**config.mk**
```make
export PLATFORM = sky130hd
export DESIGN_NAME = wb_stage
export DESIGN_NICKNAME = d
export VERILOG_FILES = /design/src/rtl/wb_stage.sv
export SDC_FILE = /design/constraint.sdc
export NUM_CORES = 1
export LEC_CHECK = 0
export CORE_ASPECT_RATIO = 1.1
export CORE_MARGIN = 5
export CORE_UTILIZATION = 49
export CTS_CLUSTER_DIAMETER = 150
export DETAILED_ROUTE_END_ITERATION = 12
export PLACE_DENSITY = 0.85
export SYNTH_ARGS = -nofsm -noshare
export SYNTH_HDL_FRONTEND = slang
export SYNTH_SLANG_ARGS = --single-unit
export TNS_END_PERCENT = 100
```
**constraint.sdc**
```tcl
create_clock -name clock -period 5.7 [get_ports clock]
set_clock_uncertainty 0.1 [all_clocks]
set_input_delay 1.14 -clock clock [delete_from_list [all_inputs] [get_ports clock]]
set_output_delay 1.14 -clock clock [all_outputs]
set_load 0.1 [all_outputs]
```
**src/rtl/wb_stage.sv**
```systemverilog
// wb_stage: writeback stage with M->W register, result select, HI/LO registers and commit counters
module wb_stage #(
    parameter int COUNT_WIDTH = 32
) (
    input  logic                   clock,
    input  logic                   reset,
    input  logic                   stall_w,
    input  logic                   flush_w,
    input  logic                   valid_m,
    input  logic                   reg_write_m,
    input  logic                   mem_to_reg_m,
    input  logic [31:0]            read_value_m,
    input  logic [31:0]            alu_out_m,
    input  logic [4:0]             write_reg_m,
    input  logic                   has_div_m,
    input  logic [31:0]            div_hi_m,
    input  logic [31:0]            div_lo_m,
    output logic                   reg_write_w,
    output logic [4:0]             write_reg_w,
    output logic [31:0]            result_w,
    output logic [31:0]            hi_w,
    output logic [31:0]            lo_w,
    output logic [31:0]            hi_fwd,
    output logic [31:0]            lo_fwd,
    output logic [COUNT_WIDTH-1:0] retired_count,
    output logic [COUNT_WIDTH-1:0] div_count
);
    logic                   valid_q, valid_d;
    logic                   reg_write_q, reg_write_d;
    logic                   mem_to_reg_q, mem_to_reg_d;
    logic [31:0]            read_value_q, read_value_d;
    logic [31:0]            alu_out_q, alu_out_d;
    logic [4:0]             write_reg_q, write_reg_d;
    logic                   has_div_q, has_div_d;
    logic [31:0]            div_hi_q, div_hi_d;
    logic [31:0]            div_lo_q, div_lo_d;
    logic [31:0]            hi_q, hi_d;
    logic [31:0]            lo_q, lo_d;
    logic [COUNT_WIDTH-1:0] retired_q, retired_d;
    logic [COUNT_WIDTH-1:0] div_cnt_q, div_cnt_d;
    logic                   commit;
    logic                   load;
    logic                   div_commit;

    // the W instruction leaves on any unstalled edge; flush only kills the incoming one
    assign commit     = valid_q && !stall_w;
    assign div_commit = commit && has_div_q;
    assign load       = !stall_w && !flush_w;

    // next state: hold on stall, bubble on flush, otherwise take M contents
    always_comb begin
        valid_d      = stall_w ? valid_q      : (load ? valid_m      : 1'b0);
        reg_write_d  = stall_w ? reg_write_q  : (load ? reg_write_m  : 1'b0);
        mem_to_reg_d = stall_w ? mem_to_reg_q : (load ? mem_to_reg_m : 1'b0);
        read_value_d = stall_w ? read_value_q : (load ? read_value_m : 32'd0);
        alu_out_d    = stall_w ? alu_out_q    : (load ? alu_out_m    : 32'd0);
        write_reg_d  = stall_w ? write_reg_q  : (load ? write_reg_m  : 5'd0);
        has_div_d    = stall_w ? has_div_q    : (load ? has_div_m    : 1'b0);
        div_hi_d     = stall_w ? div_hi_q     : (load ? div_hi_m     : 32'd0);
        div_lo_d     = stall_w ? div_lo_q     : (load ? div_lo_m     : 32'd0);
        hi_d         = div_commit ? div_hi_q : hi_q;
        lo_d         = div_commit ? div_lo_q : lo_q;
        retired_d    = commit ? retired_q + 1'b1 : retired_q;
        div_cnt_d    = div_commit ? div_cnt_q + 1'b1 : div_cnt_q;
    end

    // state registers; reset discards any pending HI/LO update
    always_ff @(posedge clock) begin
        if (reset) begin
            valid_q      <= 1'b0;
            reg_write_q  <= 1'b0;
            mem_to_reg_q <= 1'b0;
            read_value_q <= 32'd0;
            alu_out_q    <= 32'd0;
            write_reg_q  <= 5'd0;
            has_div_q    <= 1'b0;
            div_hi_q     <= 32'd0;
            div_lo_q     <= 32'd0;
            hi_q         <= 32'd0;
            lo_q         <= 32'd0;
            retired_q    <= '0;
            div_cnt_q    <= '0;
        end else begin
            valid_q      <= valid_d;
            reg_write_q  <= reg_write_d;
            mem_to_reg_q <= mem_to_reg_d;
            read_value_q <= read_value_d;
            alu_out_q    <= alu_out_d;
            write_reg_q  <= write_reg_d;
            has_div_q    <= has_div_d;
            div_hi_q     <= div_hi_d;
            div_lo_q     <= div_lo_d;
            hi_q         <= hi_d;
            lo_q         <= lo_d;
            retired_q    <= retired_d;
            div_cnt_q    <= div_cnt_d;
        end
    end

    // register-file write port and forwarding of an in-flight divide
    always_comb begin
        result_w      = mem_to_reg_q ? read_value_q : alu_out_q;
        write_reg_w   = write_reg_q;
        reg_write_w   = valid_q && reg_write_q && (write_reg_q != 5'd0);
        hi_fwd        = (valid_q && has_div_q) ? div_hi_q : hi_q;
        lo_fwd        = (valid_q && has_div_q) ? div_lo_q : lo_q;
        hi_w          = hi_q;
        lo_w          = lo_q;
        retired_count = retired_q;
        div_count     = div_cnt_q;
    end
endmodule

```
Word level (Yosys, flattened, before mapping)
Cells that the tools add are included.

word-level totals
  bits of input ports = 141
  output and inout port bits = 230
  register bits after elaboration = 265

operators by class
  multiplexer cells = 12
  add/subtract/negate cells = 2
  reduce and logical (&&, ||, !) cells = 9

operators with widths
  operator                                                          count
  32-bit 2-to-1 mux                                                 7
  32-bit by 1-bit adder with 32-bit output (second input constant)  2
  1-bit logical AND                                                 6
  5-bit 2-to-1 mux                                                  1
  5-bit nonzero test                                                1
  1-bit 2-to-1 mux                                                  4
  1-bit logical NOT                                                 2

Depth between registers and ports, before layout
Gate-level depths: netlist of run 1.

  depth in word-level cells = 3
  mapped depth = 7
  depth with buffers taken out = 4

Least setup slack after synthesis of run 1
OpenSTA, ideal clock, no wires.

  path kind = reg2out
  from = register write_reg_q[4] (netlist: write_reg_w[4])
  to = output reg_write_w
  buffers on the path = 0
  setup slack = 2.509 ns
  cell stages (with the launch flop) = 3
  data arrival time = 1.951 ns
  required time = 4.460 ns
  path through = dfxtp_1 > or3_1 > o311a_1

between the ends
  longest elaborated chain between the ends = 2

ends and longest elaborated chain
  element                 RTL line  RTL
  from (decl)             33        logic [4:0] write_reg_q, write_reg_d;
  from (signal assigned)  89        write_reg_q <= write_reg_d;
  5-bit nonzero test      104       reg_write_w = valid_q && reg_write_q && (write_reg_q != 5'd0);
  1-bit logical AND       104
  to (decl)               18        output logic reg_write_w,

Every way passes these cells.

Worst setup path after layout of run 1
  from = register valid_q
  to = output hi_fwd[22]

between the ends
  longest elaborated chain between the ends = 2

ends and longest elaborated chain
  element                 RTL line  RTL
  from (decl)             28        logic valid_q, valid_d;
  from (signal assigned)  84        valid_q <= valid_d;
  1-bit logical AND       105       hi_fwd = (valid_q && has_div_q) ? div_hi_q : hi_q;
  32-bit 2-to-1 mux       105
  to (decl)               23        output logic [31:0] hi_fwd,

Every way passes these cells.

==> flow_summary_export.csv, run 1 <==
group,metric,value,unit
yosys,synth_top_area_share,48.58,%
yosys,muxShareOfSynthArea,11.13,%
routing,drt-wirelength-per-cell,18.78,um
final_layout,area.growth.synth_to_final,42.11,%
yosys,synth_area_leaders,"dfxtp_1 49%, mux2_2 11%, a22oi_1 9.4%, nor2_1 5.8%, nand2_1 5.3%",
timing,finalSetupViolCount,0,
timing,report.final.slew_viol_count,0,
floorplanning,core_area,22040,um^2
flow_run,maxCapViolations,0,
timing,hold_violations,0,
clocking,clk_latency,0.53,ns
clocking,cts_buffer_depth,3,
final_layout,finalNonFillerCells,1836,
worst_setup_path,reg2reg_from,"valid_q$_SDFFE_PP0N_",
timing,post-route-min-period,4.823,ns
timing,rsz0062_at_grt,"false",
timing,period_share,84.61,%
clocking,cts_buffers,27,
worst_setup_path,cp_max_fo,41,
clocking,cts_setup_buffers,0,
min_path,hold_path_class,"reg2reg",
yosys,synth_cells,1209,
yosys,synth_edf_count,0,
timing,fin_setup_tns,0,ns
yosys,synth_compound_area_share,15.88,%
floorplanning,ios,371,
final_layout,drive_above_1_share,11.17,%
power_and_ir_drop,total_power,3.977,mW
routing,vias,10350,
clocking,cts_tree,"yes",
timing,slew_headroom,18.11,%
yosys,synth-xor-area-share,1.524,%
final_layout,design_area,15520,um^2
clocking,clock_sinks,265,
yosys,synth_seq_area_share,48.58,%
yosys,synth_simple_gate_area_share,18.65,%
global_routing,grt_overflow,0,
routing,dr.pass1.iters,5,
worst_setup_path,cp-end-kind,"primary output",
routing,drc,0,
final_layout,mostFrequentLayoutCell,"clkdlybuf4s50_1",
place,dpl-instance-area,14660,um^2
yosys,ys_async_sr_fraction,0,%
power_and_ir_drop,p_per_area,256.3,nW/um^2
timing,clock.fmax,207.4,MHz
place,dp.cells,1786,
floorplanning,start_util,49.55,%
worst_setup_path,cp_data_required_time,4.46,ns
place,place.port_buffers,370,
yosys,synth_warnings,0,
floorplanning,rows,57,
routing,drtIter0Drc,726,
power_and_ir_drop,p_leak,5.560,nW
worst_setup_path,path_cells,"nand2_2 -> buf_4 -> mux2_2 -> clkdlybuf4s50_1",
floorplanning,dieArea,25370,um^2
run_status,status,"completed",
yosys,ys.flop_type,"dfxtp_1",
final_layout,final_cell_mix,"368 x clkdlybuf4s50_1, 265 x dfxtp_1, 169 x nor2_1",
final_layout,nFillCells,1613,
worst_setup_path,critPathKind,"reg2out",
routing,wl,34480,um
timing,worstMarginPinSlew,1.228,ns
clocking,htree_levels,1,
worst_setup_path,critPathLaunchType,"register",
worst_setup_path,crit_arrival,3.58,ns
global_routing,antenna_found_initial,2,
place,gp_congestion,0.8954,
global_routing,grt_pass1_vias,10280,
final_layout,fin_nets,1663,
routing,ant_nets,0,
global_routing,grt_pass1_wl,54670,um
min_path,worstHoldStart,"lo_w[4]$_SDFFE_PP0P_",
worst_setup_path,slowest_stage,"clkdlybuf4s50_1",
clocking,cts_resized,0,
yosys,synth_cell_types,40,
place,place_hpwl,24020,um
clocking,cts_hold_buf,0,
yosys,avgSynthCellArea,9.032,um^2
yosys,synth_nets,1352,
floorplanning,die_y,166.6,um
yosys,synth_area,10920,um^2
yosys,synth_seq_cells,265,
clocking,root_buffer,"clkbuf_16",
global_routing,grt_usage,25.70,%
worst_setup_path,startpoint,"valid_q$_SDFFE_PP0N_",
power_and_ir_drop,ir_worst_vdd,221.7,uV
worst_setup_path,slowest_delay,1.14,ns
clocking,clk_pin_slew_worst_paths,0.06,ns
floorplanning,dieWidth,152.3,um
yosys,yosysTopAreaCell,"dfxtp_1",
routing,route.detailed.vias_per_inst,5.636,
global_routing,grt_max_degree,155,
timing,whs,0.3714,ns
yosys,synthAdderAreaFrac,0.2292,%
yosys,synth_top_family_by_area,"simple AND/OR/NAND/NOR gates",
==> per-layer routing <==
metal	vias to the layer above	routed length, um	GRT usage [%]
met1	4910	13300	29.85
met2	429	16840	44.64
li1	4904	-	-
met5	-	20	0
met4	2	1787	12.28
met3	102	2533	6.125
==> registers in the layout (all words and copies together), names as in the netlist <==
register / cells
valid_q: 1
reg_write_q: 1
lo_w: 32
div_lo_q: 32
hi_w: 32
alu_out_q: 32
retired_count: 32
read_value_q: 32
div_count: 32
mem_to_reg_q: 1
div_hi_q: 32
has_div_q: 1
write_reg_w: 5
==> synth_stat cells (2+ instances only) <==
master,count
o31ai_1,20
or4_1,19
xor2_1,15
inv_1,9
xnor2_1,4
a22oi_1,137
buf_1,9
nor4_1,5
mux2_2,106
nor2_1,170
nand4_1,18
or3_1,13
and4b_1,2
clkbuf_1,74
ha_1,2
buf_6,3
nor3_1,5
and4_1,9
nand2_1,154
and3_1,4
or2_2,2
dfxtp_1,265
nand4_2,2
nand3_1,15
o21ai_0,12
nor2b_1,11
and2_1,7
buf_2,7
buf_4,3
a21oi_1,97
==> report_power, final <==
part	total [mW]	internal [mW]	leakage, nW	switching, mW
clock network	1.70	0.973	0.421	0.730
registers	1.92	1.89	2.15	0.0292
logic	0.355	0.150	2.99	0.205
total	3.98	3.01	5.56	0.964
==> final timing paths <==
check | end | slack [ns] | depth (start not counted)
setup / recovery | hi_fwd[22] | 0.88 | 4
hold / removal | lo_w[4]$_SDFFE_PP0P_ | 0.37 | 2
hold reg to reg | lo_w[4]$_SDFFE_PP0P_ | 0.37 | 2
setup reg to reg | hi_w[18]$_SDFFE_PP0P_ | 2.99 | 5
==> final cells by class <==
type	count	area, um^2	share of cell area [%]
antenna	1	2.502	0.01613
tap	295	369.1	2.379
clock inverter	12	100.1	0.6451
timing repair buffer	378	3765	24.26
multi-input combinational	839	5189	33.44
clock buffer	37	753.2	4.854
inverter	9	33.78	0.2177
sequential	265	5305	34.19
==> per-stage QoR <==
step | setup slack (ns) | util (%)
floorplan | 2.509 | -
global placement | 1.548 | 66.53
detailed placement | 1.426 | 66.53
CTS | 0.8522 | 70.40
global route | 0.7618 | 70.41
finish | 0.8772 | 70.41
==> cells by family (layout without fill, tap and decap cells) <==
kind of cell	count (synthesis)	in the layout
adders and majority gates	2	2
and+or+nand+nor	443	443
xor gates and xnor gates	19	19
other	0	1
DFF	265	265
buffers and inverters	105	436
AOI/OAI and AO/OA	267	267
muxes	108	108
==> critical path, delay by kind of cell, from the launching register on <==
family | cells | cell delay (ns)
buffers and inverters | 2 | 1.64
flip-flops | 1 | 0.49
multiplexers | 1 | 0.28
AND/OR/NAND/NOR | 1 | 0.63
(Power assumes the default switching activity.)
==> run 2: changes to the inputs <==
--- a/config.mk
+++ b/config.mk
@@ -7,10 +7,10 @@
 export LEC_CHECK = 0
 export CORE_ASPECT_RATIO = 1.1
 export CORE_MARGIN = 5
-export CORE_UTILIZATION = 49
+export CORE_UTILIZATION = 41
 export CTS_CLUSTER_DIAMETER = 150
 export DETAILED_ROUTE_END_ITERATION = 12
-export PLACE_DENSITY = 0.85
+export PLACE_DENSITY = 0.76
 export SYNTH_ARGS = -nofsm -noshare
 export SYNTH_HDL_FRONTEND = slang
 export SYNTH_SLANG_ARGS = --single-unit
==> constraint.sdc (replaced) <==
create_clock -name clock -period 3.9 [get_ports clock]
set_clock_uncertainty 0.1 [all_clocks]
set_input_delay 0.78 -clock clock [delete_from_list [all_inputs] [get_ports clock]]
set_output_delay 0.78 -clock clock [all_outputs]
set_load 0.1 [all_outputs]
==> flow_summary_export.csv, run 2 (same netlist as run 1, synthesis figures left out) <==
group,metric,value,unit
floorplanning,dieWidth,165.6,um
place,gp_congestion,0.8323,
final_layout,design_area,15510,um^2
routing,wl,33820,um
floorplanning,dieArea,30000,um^2
timing,report.final.slew_viol_count,0,
timing,fin_setup_tns,0,ns
worst_setup_path,crit_arrival,2.40,ns
power_and_ir_drop,p_leak,5.849,nW
routing,route.detailed.vias_per_inst,5.332,
timing,rsz0062_at_grt,"false",
routing,dr.pass1.iters,4,
min_path,hold_path_class,"reg2reg",
final_layout,finalNonFillerCells,1897,
timing,post-route-min-period,3.284,ns
final_layout,area.growth.synth_to_final,42.04,%
run_status,status,"completed",
final_layout,nFillCells,2297,
worst_setup_path,critPathKind,"reg2out",
clocking,cts_setup_buffers,0,
place,place_hpwl,23500,um
worst_setup_path,regToRegEndpoint,"hi_w[6]$_SDFFE_PP0P_",
clocking,clk_latency,0.52,ns
place,dp.cells,1847,
timing,clock.fmax,304.5,MHz
clocking,cts_buffer_depth,3,
clocking,cts_buffers,27,
routing,ant_nets,0,
clocking,cts_tree,"yes",
final_layout,mostFrequentLayoutCell,"clkdlybuf4s50_1",
routing,vias,10110,
worst_setup_path,ff2ff_path_depth,5,
timing,slew_headroom,30.07,%
worst_setup_path,slowest_delay,0.55,ns
routing,drc,0,
final_layout,drive_above_1_share,17.81,%
routing,drtIter0Drc,603,
clocking,clock_sinks,265,
global_routing,antenna_found_initial,2,
worst_setup_path,path_cells,"nand2_4 -> mux2_2 -> buf_4",
power_and_ir_drop,ir_worst_vdd,292.3,uV
global_routing,grt_max_degree,135,
timing,period_share,84.21,%
timing,whs,0.3593,ns
worst_setup_path,timing.critical_path.to,"hi_fwd[19]",
clocking,cts_hold_buf,0,
worst_setup_path,cp-end-kind,"primary output",
clocking,root_buffer,"clkbuf_16",
worst_setup_path,critPathLaunchType,"register",
flow_run,maxCapViolations,0,
power_and_ir_drop,p_per_area,387.2,nW/um^2
timing,worstMarginPinSlew,1.046,ns
clocking,cts_resized,0,
worst_setup_path,cp_max_fo,65,
floorplanning,rows,62,
global_routing,grt_usage,21.20,%
floorplanning,die_y,181.2,um
global_routing,grt_overflow,0,
floorplanning,core_area,26220,um^2
global_routing,grt_pass1_vias,10030,
worst_setup_path,slowest_stage,"dfxtp_1",
place,place.port_buffers,370,
timing,finalSetupViolCount,0,
timing,hold_violations,0,
routing,drt-wirelength-per-cell,17.83,um
worst_setup_path,cp_data_required_time,3.02,ns
worst_setup_path,startpoint,"valid_q$_SDFFE_PP0N_",
floorplanning,ios,371,
final_layout,final_cell_mix,"271 x clkdlybuf4s50_1, 265 x dfxtp_1, 169 x nor2_1",
floorplanning,start_util,41.64,%
worst_setup_path,reg2reg_slack,1.30,ns
worst_setup_path,reg2reg_from,"valid_q$_SDFFE_PP0N_",
global_routing,grt_pass1_wl,54050,um
clocking,clk_pin_slew_worst_paths,0.06,ns
final_layout,fin_nets,1667,
clocking,htree_levels,1,
place,dpl-instance-area,14560,um^2
## run 2: cell count changes in the layout (fill, tap and decap cells not counted), moves of 2 or more
cell / delta
clkbuf_1: -2
clkinvlp_4: -2
buf_12: +3
clkinv_2: -4
clkdlybuf4s50_1: -97
buf_4: +98
clkbuf_8: +9
## run 2: routing by layer
layer  up-vias  GRT usage, %  wire, um
li1       4912             -         -
met1      4818         25.77     13820
met2       315         36.86     16650
met3        67         5.486      2334
met4         2         6.535      1004
met5         -             0        13
## run 2: worst min path at each step
stage	startpoint	to	slack, ns	cells after the start
floorplan	div_lo_q[0]$_SDFFE_PP0N_	lo_w[0]$_SDFFE_PP0P_	0.34	2
global placement	lo_w[4]$_SDFFE_PP0P_	lo_w[4]$_SDFFE_PP0P_	0.35	2
detailed placement	div_lo_q[9]$_SDFFE_PP0N_	lo_w[9]$_SDFFE_PP0P_	0.36	2
CTS	div_hi_q[28]$_SDFFE_PP0N_	hi_w[28]$_SDFFE_PP0P_	0.36	2
global route	div_hi_q[28]$_SDFFE_PP0N_	hi_w[28]$_SDFFE_PP0P_	0.37	2
finish	div_hi_q[28]$_SDFFE_PP0N_	hi_w[28]$_SDFFE_PP0P_	0.36	2
## run 2: stage by stage
stage                     power, mW  setup slack [ns]  utilization [%]
after global routing          6.221            0.4645            59.15
final                         6.006            0.6157            59.15
after global placement        3.375             1.169            55.54
after floorplan               3.152             1.069                -
after detailed placement      3.382             1.115            55.54
after CTS                     6.073            0.5526            59.14
## run 2: critical path: cells and delay by family, from the launching register on
family        cells  cell delay [ns]
flops             1             0.55
buf+inv           1             0.24
mux               1             0.50
simple gates      1             0.50
## run 2: cell type report
type                            instances  area [um^2]  area share, %
Inverter                                9        33.78         0.2178
Sequential cell                       265         5305          34.20
Tap cell                              352        440.4          2.840
Clock inverter                          5        75.07         0.4840
Clock buffer                           44        869.6          5.607
Timing Repair Buffer                  382         3590          23.14
Antenna cell                            1        2.502        0.01613
Multi-Input combinational cell        839         5194          33.49
## run 2: power by group
part	switching (mW)	leakage [nW]	internal (mW)
combinational	0.297	3.23	0.220
sequential	0.0428	2.15	2.76
clock	1.04	0.471	1.64
total	1.38	5.85	4.63
==> run 3: changes to the inputs <==
--- a/config.mk
+++ b/config.mk
@@ -7,10 +7,10 @@
 export LEC_CHECK = 0
 export CORE_ASPECT_RATIO = 1.1
 export CORE_MARGIN = 5
-export CORE_UTILIZATION = 41
+export CORE_UTILIZATION = 46
 export CTS_CLUSTER_DIAMETER = 150
 export DETAILED_ROUTE_END_ITERATION = 12
-export PLACE_DENSITY = 0.76
+export PLACE_DENSITY = 0.81
 export SYNTH_ARGS = -nofsm -noshare
 export SYNTH_HDL_FRONTEND = slang
 export SYNTH_SLANG_ARGS = --single-unit
==> constraint.sdc (replaced) <==
create_clock -name clock -period 3.1 [get_ports clock]
set_clock_uncertainty 0.1 [all_clocks]
set_input_delay 0.62 -clock clock [delete_from_list [all_inputs] [get_ports clock]]
set_output_delay 0.62 -clock clock [all_outputs]
set_load 0.1 [all_outputs]
==> flow_summary_export.csv, run 3 (same netlist as run 1, synthesis figures left out) <==
group,metric,value,unit
place,place_hpwl,24370,um
power_and_ir_drop,combPwrFrac,9.6,%
routing,dr.pass1.iters,5,
timing,post-route-min-period,2.817,ns
routing,drt-wirelength-per-cell,18.87,um
worst_setup_path,critPathKind,"reg2out",
timing,finalSetupViolCount,0,
global_routing,grt.busiest_layer,"met2",
place,place_worst_setup_slack,0.5075,ns
clocking,clock_sinks,265,
final_layout,final_cell_mix,"265 x dfxtp_1, 169 x nor2_1, 153 x nand2_1",
global_routing,grt_usage,24.56,%
timing,clock.fmax,355.0,MHz
routing,ant_nets,0,
floorplanning,dieArea,26920,um^2
global_routing,met1_usage,30.10,%
worst_setup_path,cp-end-kind,"primary output",
worst_setup_path,crit_arrival,2.10,ns
floorplanning,start_util,46.37,%
power_and_ir_drop,power.internal,5.649,mW
timing,fin_setup_tns,0,ns
timing,rsz0062_at_grt,"false",
final_layout,area.growth.synth_to_final,49.78,%
power_and_ir_drop,p_sw_share,24.23,%
clocking,cts_setup_buffers,0,
final_layout,nFillCells,1766,
global_routing,grt_max_degree,89,
global_routing,grt_pass1_vias,9978,
floorplanning,ios,371,
floorplanning,rows,59,
routing,route.detailed.vias_per_inst,5.565,
clocking,clk_pin_slew_worst_paths,0.06,ns
global_routing,grtUsageMet3,6.543,%
routing,drtIter0Drc,698,
place,place.port_buffers,370,
power_and_ir_drop,clkPwrFrac,43.1,%
final_layout,mostFrequentLayoutCell,"dfxtp_1",
routing,vias,10330,
final_layout,design_area,16350,um^2
floorplanning,die_y,171.6,um
timing,hold_violations,0,
clocking,cts_buffers,28,
clocking,cts_hold_buf,0,
clocking,htree_levels,1,
global_routing,met2_usage,41.36,%
routing,wl,35030,um
flow_run,maxCapViolations,0,
routing,drc,0,
floorplanning,core_area,23550,um^2
place,gp_congestion,0.8317,
timing,report.final.slew_viol_count,0,
min_path,hold_path_class,"reg2reg",
worst_setup_path,critPathLaunchType,"register",
place,dpl-instance-area,15460,um^2
global_routing,grt_pass1_wl,53880,um
final_layout,drive_above_1_share,26.77,%
timing,worstMarginPinSlew,0.9147,ns
power_and_ir_drop,switchingPower,1.807,mW
worst_setup_path,cp_data_required_time,2.38,ns
clocking,cts_buffer_depth,3,
power_and_ir_drop,power_frac_seq,47.2,%
timing,slew_headroom,39.02,%
clocking,cts_resized,0,
clocking,cts_tree,"yes",
timing,fin_ws,0.2832,ns
floorplanning,dieWidth,156.9,um
power_and_ir_drop,p_leak,6.393,nW
timing,period_share,90.86,%
final_layout,fin_nets,1672,
worst_setup_path,cp_max_fo,65,
global_routing,antenna_found_initial,3,
power_and_ir_drop,p_per_area,455.9,nW/um^2
clocking,clk_latency,0.53,ns
power_and_ir_drop,ir_worst_vdd,404.3,uV
run_status,status,"completed",
global_routing,grt_overflow,0,
clocking,root_buffer,"clkbuf_16",
==> run 3: through the flow <==
stage | utilization, % | std cells | total power [mW] | hold WS, ns
detailed placement | 65.65 | 1804 | 4.315 | 0.3565
CTS | 69.44 | 1855 | 7.519 | 0.3660
floorplan | - | 1209 | 3.965 | 0.3427
global route | 69.45 | 1856 | 7.723 | 0.3794
global placement | 65.65 | 1804 | 4.303 | 0.3500
finish | 69.45 | 1856 | 7.456 | 0.3642
==> run 3: critical path, stage by stage, from the launching register on <==
cell and delay [ns]:
dfxtp_1 0.41, nand2_2 0.13, buf_12 0.31, mux2_2 0.46, buf_12 0.19
==> run 3: power groups by stage <==
stage	Sequential, mW	Combinational, mW	Clock [mW]
floorplan	3.60	0.362	0
detailed placement	3.60	0.719	0
global placement	3.59	0.710	0
CTS	3.52	0.723	3.27
finish	3.52	0.719	3.21
global route	3.53	0.761	3.43
==> run 3: metal layers <==
| metal | up-vias | routed length (um) | share of wire [%] |
|---|---|---|---|
| li1 | 4922 | - | - |
| met5 | - | 27 | 0.077 |
| met1 | 4928 | 13410 | 38 |
| met3 | 83 | 3007 | 8.6 |
| met4 | 4 | 1273 | 3.6 |
| met2 | 391 | 17300 | 49 |
==> run 3: cell type report <==
type	instances	area [um^2]	share of cell area, %
Antenna cell	1	2.502	0.01530
Inverter	9	33.78	0.2066
Tap cell	305	381.6	2.333
Clock buffer	38	819.5	5.011
Multi-Input combinational cell	839	5189	31.73
Timing Repair Buffer	386	4551	27.82
Clock inverter	13	72.57	0.4437
Sequential cell	265	5305	32.44
==> run 3: worst paths after layout <==
check | cells after the start | end | slack [ns] | from
min | 2 | lo_w[31]$_SDFFE_PP0P_ | 0.36 | div_lo_q[31]$_SDFFE_PP0N_
max | 4 | lo_fwd[26] | 0.28 | valid_q$_SDFFE_PP0N_
min reg2reg | 2 | lo_w[31]$_SDFFE_PP0P_ | 0.36 | div_lo_q[31]$_SDFFE_PP0N_
max reg2reg | 4 | div_count[20]$_SDFFE_PP0P_ | 0.79 | valid_q$_SDFFE_PP0N_
